$ cat config.mk
export PLATFORM = sky130hd
export DESIGN_NAME = spi_master
export DESIGN_NICKNAME = d
export VERILOG_FILES = /design/src/rtl/spi_pkg.sv /design/src/rtl/spi_sclk_div.sv /design/src/rtl/spi_master.sv
export SDC_FILE = /design/constraint.sdc
export NUM_CORES = 1
export LEC_CHECK = 0
export CORE_MARGIN = 4
export CORE_UTILIZATION = 55
export CTS_CLUSTER_SIZE = 30
export DETAILED_ROUTE_END_ITERATION = 10
export PLACE_DENSITY_LB_ADDON = 0.25
export SLEW_MARGIN = 25
export SYNTH_ARGS = -nofsm -noshare
export SYNTH_HDL_FRONTEND = slang
export SYNTH_HIERARCHICAL = 1
export SYNTH_SLANG_ARGS = --single-unit
$ cat constraint.sdc
create_clock -name clk -period 5 [get_ports clk]
set_input_delay 1 -clock clk [delete_from_list [all_inputs] [get_ports clk]]
set_output_delay 1 -clock clk [all_outputs]
set_load 0.02 [all_outputs]
$ cat src/rtl/spi_pkg.sv
// Shared SPI definitions: FSM state encoding, default word width and a
// helper that keeps counter widths legal when a range collapses to one value.
package spi_pkg;

   typedef enum logic [2:0] {
      SPI_IDLE,
      SPI_ASSERT,
      SPI_SCLK_HI,
      SPI_SCLK_LO,
      SPI_DEASSERT
   } spi_state_e;

   localparam int unsigned SPI_DATA_W = 8;

   // $clog2(1) is 0; a zero-width counter is not representable.
   function automatic int unsigned cnt_width(input int unsigned n);
      return (n > 1) ? $clog2(n) : 1;
   endfunction

endpackage

$ cat src/rtl/spi_sclk_div.sv
// Half-period counter for the SPI master: tick marks the last clk cycle of
// each CLK_DIV-cycle period; restart holds the count at zero.
module spi_sclk_div
   import spi_pkg::*;
#(
   parameter int unsigned CLK_DIV = 2
) (
   input  logic clk,
   input  logic rst,
   input  logic restart,
   output logic tick
);

   localparam int unsigned CW = cnt_width(CLK_DIV);
   localparam logic [CW-1:0] LAST = CW'(CLK_DIV - 1);

   logic [CW-1:0] cnt_q, cnt_d;

   assign tick = (cnt_q == LAST);

   // Clearing on tick restarts the count for the state the FSM enters.
   always_comb begin
      cnt_d = cnt_q + 1'b1;
      if (restart || tick) begin
         cnt_d = '0;
      end
   end

   always_ff @(posedge clk) begin
      if (rst) begin
         cnt_q <= '0;
      end else begin
         cnt_q <= cnt_d;
      end
   end

endmodule

$ cat src/rtl/spi_master.sv
// SPI mode-0 master: one word per accepted wr, MSB first, full duplex,
// single chip select. Every non-idle state lasts CLK_DIV cycles.
module spi_master
   import spi_pkg::*;
#(
   parameter int unsigned CLK_DIV = 2,
   parameter int unsigned DATA_W  = SPI_DATA_W
) (
   input  logic              clk,
   input  logic              rst,
   input  logic [DATA_W-1:0] in_data,
   input  logic              wr,
   output logic [DATA_W-1:0] out_data,
   output logic              busy,
   output logic              done,
   output logic              cs,
   output logic              sclk,
   output logic              mosi,
   input  logic              miso
);

   localparam int unsigned BW = cnt_width(DATA_W);
   localparam logic [BW-1:0] LAST_BIT = BW'(DATA_W - 1);

   spi_state_e        state_q, state_d;
   logic [DATA_W-1:0] tx_q, tx_d;
   logic [DATA_W-1:0] rx_q, rx_d;
   logic [DATA_W-1:0] out_q, out_d;
   logic [BW-1:0]     bit_q, bit_d;
   logic              cs_q, cs_d;
   logic              sclk_q, sclk_d;
   logic              mosi_q, mosi_d;
   logic              busy_q, busy_d;
   logic              done_q, done_d;
   logic              tick;
   logic              restart;

   // Counter idles at zero so ASSERT gets a full CLK_DIV period.
   assign restart = (state_q == SPI_IDLE);

   spi_sclk_div #(
      .CLK_DIV(CLK_DIV)
   ) u_div (
      .clk    (clk),
      .rst    (rst),
      .restart(restart),
      .tick   (tick)
   );

   always_comb begin
      state_d = state_q;
      tx_d    = tx_q;
      rx_d    = rx_q;
      out_d   = out_q;
      bit_d   = bit_q;
      cs_d    = cs_q;
      sclk_d  = sclk_q;
      mosi_d  = mosi_q;
      busy_d  = busy_q;
      done_d  = 1'b0;

      unique case (state_q)
         SPI_IDLE: begin
            if (wr) begin
               tx_d    = in_data;
               mosi_d  = in_data[DATA_W-1];
               cs_d    = 1'b0;
               busy_d  = 1'b1;
               bit_d   = '0;
               state_d = SPI_ASSERT;
            end
         end
         SPI_ASSERT, SPI_SCLK_LO: begin
            if (tick) begin
               sclk_d  = 1'b1;
               rx_d    = {rx_q[DATA_W-2:0], miso};
               state_d = SPI_SCLK_HI;
            end
         end
         SPI_SCLK_HI: begin
            if (tick) begin
               sclk_d = 1'b0;
               if (bit_q == LAST_BIT) begin
                  state_d = SPI_DEASSERT;
               end else begin
                  tx_d    = {tx_q[DATA_W-2:0], 1'b0};
                  mosi_d  = tx_q[DATA_W-2];
                  bit_d   = bit_q + 1'b1;
                  state_d = SPI_SCLK_LO;
               end
            end
         end
         SPI_DEASSERT: begin
            if (tick) begin
               cs_d    = 1'b1;
               mosi_d  = 1'b0;
               busy_d  = 1'b0;
               out_d   = rx_q;
               done_d  = 1'b1;
               state_d = SPI_IDLE;
            end
         end
         default: begin
            state_d = SPI_IDLE;
         end
      endcase
   end

   always_ff @(posedge clk) begin
      if (rst) begin
         state_q <= SPI_IDLE;
         tx_q    <= '0;
         rx_q    <= '0;
         out_q   <= '0;
         bit_q   <= '0;
         cs_q    <= 1'b1;
         sclk_q  <= 1'b0;
         mosi_q  <= 1'b0;
         busy_q  <= 1'b0;
         done_q  <= 1'b0;
      end else begin
         state_q <= state_d;
         tx_q    <= tx_d;
         rx_q    <= rx_d;
         out_q   <= out_d;
         bit_q   <= bit_d;
         cs_q    <= cs_d;
         sclk_q  <= sclk_d;
         mosi_q  <= mosi_d;
         busy_q  <= busy_d;
         done_q  <= done_d;
      end
   end

   assign out_data = out_q;
   assign busy     = busy_q;
   assign done     = done_q;
   assign cs       = cs_q;
   assign sclk     = sclk_q;
   assign mosi     = mosi_q;

   done_one_cycle: assert property (@(posedge clk) disable iff (rst) done |=> !done);
   cs_tracks_busy: assert property (@(posedge clk) disable iff (rst) busy == !cs);

endmodule

# Yosys cells after proc, flatten, opt, wreduce, memory -nomap -nowiden
# Cells that the tools add are included.
[word_totals]
out_inout_bits = 13
reg_bits = 35
[classes]
muxes = 26
bitwise = 1
eq_ne = 10
reduce_logical = 16
addsub = 2
[ops]
columns = ["operator", "n"]
rows = [
  ["$mux W3", 8],
  ["$mux W7", 3],
  ["$pmux W7 S2", 1],
  ["$pmux W3 S4", 1],
  ["$mux W1", 8],
  ["$reduce_and A4 Y1", 2],
  ["$eq A3 B2 Y1 const B", 2],
  ["$eq A3 B3 Y1 const B", 2],
  ["$ne A2 B1 Y1 const B", 3],
  ["$pmux W1 S2", 3],
  ["$pmux W3 S2", 1],
  ["$reduce_and A3 Y1", 2],
  ["$reduce_bool A2 Y1", 3],
  ["$reduce_or A2 Y1", 3],
  ["$reduce_and A5 Y1", 1],
  ["$ne A2 B2 Y1 const B", 2],
  ["$reduce_and A2 Y1", 2],
  ["$add A3 B1 Y3 const B", 1],
  ["$eq A3 B1 Y1 const B", 1],
  ["$logic_not A3 Y1", 1],
  ["$pmux W1 S3", 1],
  ["$reduce_bool A3 Y1", 1],
  ["$add A1 B1 Y1 const B", 1],
  ["$logic_or A1 B1 Y1", 1],
  ["$not A1 Y1", 1],
]

# Logic depth before layout (Yosys ltp)
[depth]
ltp_word = 4
ltp_mapped = 6
ltp_nobuf = 5

# Modules after synthesis
# The synthesis kept the hierarchy.
[modules_own_cells]
columns = ["mod", "cells_each", "seq_area_each_um2", "n_inst", "area_each_um2"]
rows = [
  ["spi_master", 137, 680.7, 1, 1441.4],
  ["spi_sclk_div", 2, 20.0, 1, 30.0],
]

# Least setup slack after synthesis
# No wires, ideal clock.
[synth_path]
path_type = "input port to flip-flop"
start = "input port wr"
end = "register bit_q[1]"
stages = 4
required_ns = 4.883
setup_ns = 0.117
t_arrival_ns = 1.651
setup_slack_ns = 3.231
path_cell_list = "nand2b_1 a21o_1 buf_6 a32o_1"
[synth_via]
elab_chain_cells = 2
[synth_rtl]
columns = ["item", "line_no", "text"]
rows = [
  ["start: declaration", "spi_master.sv:12", "input logic wr,"],
  ["$ne A2 B2 Y1 (no source line)", "-", ""],
  ["$reduce_and A4 Y1 (no source line)", "-", ""],
  ["end signal: assignment", "spi_master.sv:126", "bit_q <= bit_d;"],
  ["end: declaration", "spi_master.sv:29", "logic [BW-1:0] bit_q, bit_d;"],
]
# No other way between the ends.
# A chain may end at the register's enable or synchronous reset.

# Worst setup path in the final report
[layout_path]
start = "register mosi_q (netlist: mosi)"
end = "output port mosi"
[layout_lines]
columns = ["item", "line_no", "text"]
rows = [
  ["start: declaration", "spi_master.sv:32", "logic mosi_q, mosi_d;"],
  ["start signal: assignment", "spi_master.sv:129", "mosi_q <= mosi_d;"],
  ["end: declaration", "spi_master.sv:18", "output logic mosi,"],
]
# No word-level cell between the ends.

==> results.yml <==
floorplan:
  die_h_um: 59.7
  start_util_pct: 58.3
  die_w_um: 59.7
  rows: 18
  ios: 25
  fp.coreArea_um2: 2520
  die_area_um2: 3570
finish:
  area.growth.synth_to_final_pct: 19.7
  final_common_cell: "dfxtp_1"
  layout-drive-gt1-share_pct: 11.1
  regArea_um2: 701
  multi_input_area_um2: 677
  n_antenna_cell: 0
  final_nets: 175
  layout_common_cells: "dfxtp_1, clkdlybuf4s50_1, nor2_1, nor2b_1"
  n_fill_cell: 222
routing:
  drt-wirelength-per-cell_um: 14.6
  num_vias: 1098
  drt_iter0_markers: 45
  wl_met2_mm: 1.38
  routed.top_layer: "met4"
  dr.pass1.iters: 4
  wirelength_mm: 2.80
  drc: 0
  viasPerCell: 5.72
  wirelength_met1_mm: 1.27
  ant_nets: 0
  met3WireLength_um: 111
timing:
  grt_setup_unrepaired: "false"
  slew_viol_final: 0
  min_period_ns: 2.34
  finalSetupViolCount: 0
  tightest_slew_ns: 0.715
  timing.final.ws_setup_ns: 2.66
  tns_ns: 0
  hold_violations: 0
  relSlewSlack_pct: 52.2
  fmax_ghz: 0.428
  clock_skew_ns: 0.00298
  fin_crit_sh_pct: 46.8
clock_tree:
  cts_buffers: 5
  clkSinkCount: 35
  post-cts-setup-buffers: 0
  cts_hold_buf: 0
  cts_tree: "built"
  cts-root-buf: "clkbuf_4"
  htree_levels: 2
  worstSkewPairLatency_ns: 0.34
  clk_path_buf_depth: 2
  cts_resized: 0
  clk_pin_slew_worst_paths_ns: 0.10
pwr:
  clockPowerShare_pct: 32.7
  power.leakage_uw: 0.000708
  switching_share_pct: 24.8
  power.density_nw_per_um2: 302
  pwr-share-comb_pct: 11.3
  peakVddDrop_mv: 0.297
  p_seq_share_pct: 56.0
  p_int_uw: 401
  net-switching-power_uw: 132
  total_power_uw: 533
place:
  port-buffer-count: 24
  place_hpwl_mm: 1.96
  dp_slack_ns: 2.40
  place_congestion: 0.806
critical_path:
  path_cells: "clkdlybuf4s50_1"
  r2r_slack_ns: 3.15
  reg2reg_from: "bit_q[0]"
  r2r-end: "bit_q[1]"
  reg2reg_depth: 5
  crit_arrival_ns: 1.34
  crit_type: "register to output port"
  start_kind: "register"
  crit_buf_inv: 1
  crit_fanout: 4
  crit_slowest_cell: "clkdlybuf4s50_1"
  crit_family: "buffers and inverters"
  cp.required_ns: 4.00
  critPathCaptureType: "output port"
  max_stage_delay_ns: 0.62
grt:
  grt_max_degree: 24
  overflow: 0
  grt_pass1_wl_mm: 4.77
  antenna_found_initial: 0
  grt_use_total_pct: 18.0
  grt_pass1_vias: 1093
logic_synthesis:
  ys_ff_latch: 35
  synth_nets: 153
  netlist_area_um2: 1470
  synth_edf_count: 0
  synth_cells: 139
  synthDistinctLibCells: 36
  ys_async_sr_fraction_pct: 0
  synthFlopType: "dfxtp_1"
  synth.avg_cell_area_um2: 10.6
  synth_warnings: 6
  yosysSeqAreaShare_pct: 47.6
min_path:
  whs_path_depth: 2
  min_to: "tx_q[6]"
  worstHoldStart: "tx_q[6]"
  hp-class: "register to register"
run_status:
  outcome: "finished clean"
run:
  drv_cap: 0
-- Yosys cell counts, types with 2 or more instances --
cell | count | area, um2
dfxtp_1 | 35 | 701
nor2_1 | 12 | 45.0
nor2b_1 | 9 | 56.3
a22o_1 | 8 | 70.1
inv_1 | 8 | 30.0
mux2i_1 | 8 | 80.1
a211oi_1 | 7 | 52.6
a221oi_2 | 6 | 90.1
buf_2 | 6 | 30.0
nand2_1 | 4 | 15.0
a32o_1 | 3 | 30.0
nor3_1 | 3 | 15.0
buf_6 | 2 | 22.5
ha_1 | 2 | 25.0
nand2b_1 | 2 | 12.5
nand3b_2 | 2 | 22.5
o21a_1 | 2 | 15.0
o21ai_1 | 2 | 10.0
-- metal layers --
metal	track usage, %	vias to the layer above
li1	-	557
met5	0	-
met4	10.8	0
met1	22.0	519
met3	4.54	5
met2	28.4	17
-- worst max path at each step --
stage / start / end / slack (ns) / depth (start not counted)
after floorplan: wr / bit_q[1] / 3.23 / 4
after global placement: rst / out_data[6] / 2.45 / 5
after detailed placement: rst / out_data[0] / 2.40 / 5
after CTS: mosi / mosi / 2.64 / 1
after global routing: mosi / mosi / 2.60 / 1
final: mosi / mosi / 2.66 / 1
-- cells by family after synthesis --
logic type	count (synthesis)	synth area share [%]
multiplexers	9	6.21
AO/OA/AOI/OAI	37	23.2
buffers and inverters	18	6.38
adder cells (fa/ha/maj)	2	1.70
flip-flops	35	47.6
AND/OR/NAND/NOR	38	14.9
-- area by class of cell --
| class | instances | area share [%] |
|---|---|---|
| flip-flops and latches | 35 | 39.8 |
| multi-input cells | 86 | 38.4 |
| clock buffers | 8 | 3.91 |
| inverters | 8 | 1.70 |
| well taps | 30 | 2.13 |
| repair buffers | 25 | 14.1 |
-- power groups by stage --
stage	logic [uW]	clock network [uW]	registers (uW)
2_1_floorplan	43.2	0	303
3_3_place_gp	59.1	0	304
3_5_place_dp	60.5	0	304
4_1_cts	60.8	179	298
5_1_grt	66.4	194	300
6_report	60.0	174	298
-- per-stage QoR --
stage | std cells | cell area, um2 | hold WS, ns | utilization, %
floorplan | 139 | 1470 | 0.440 | -
global placement | 184 | 1690 | 0.451 | 67.1
detailed placement | 184 | 1690 | 0.455 | 67.1
CTS | 192 | 1760 | 0.470 | 69.8
global route | 192 | 1760 | 0.481 | 69.8
finish | 192 | 1760 | 0.469 | 69.8
-- flip-flops by register name, indices dropped and copies added, names as in the netlist, 3 cells and up --
signal and flops:
bit_q 3, rx_q 8, out_data 8, tx_q 7, state_q 3
Note: power is estimated with default switching activity, not from simulation.
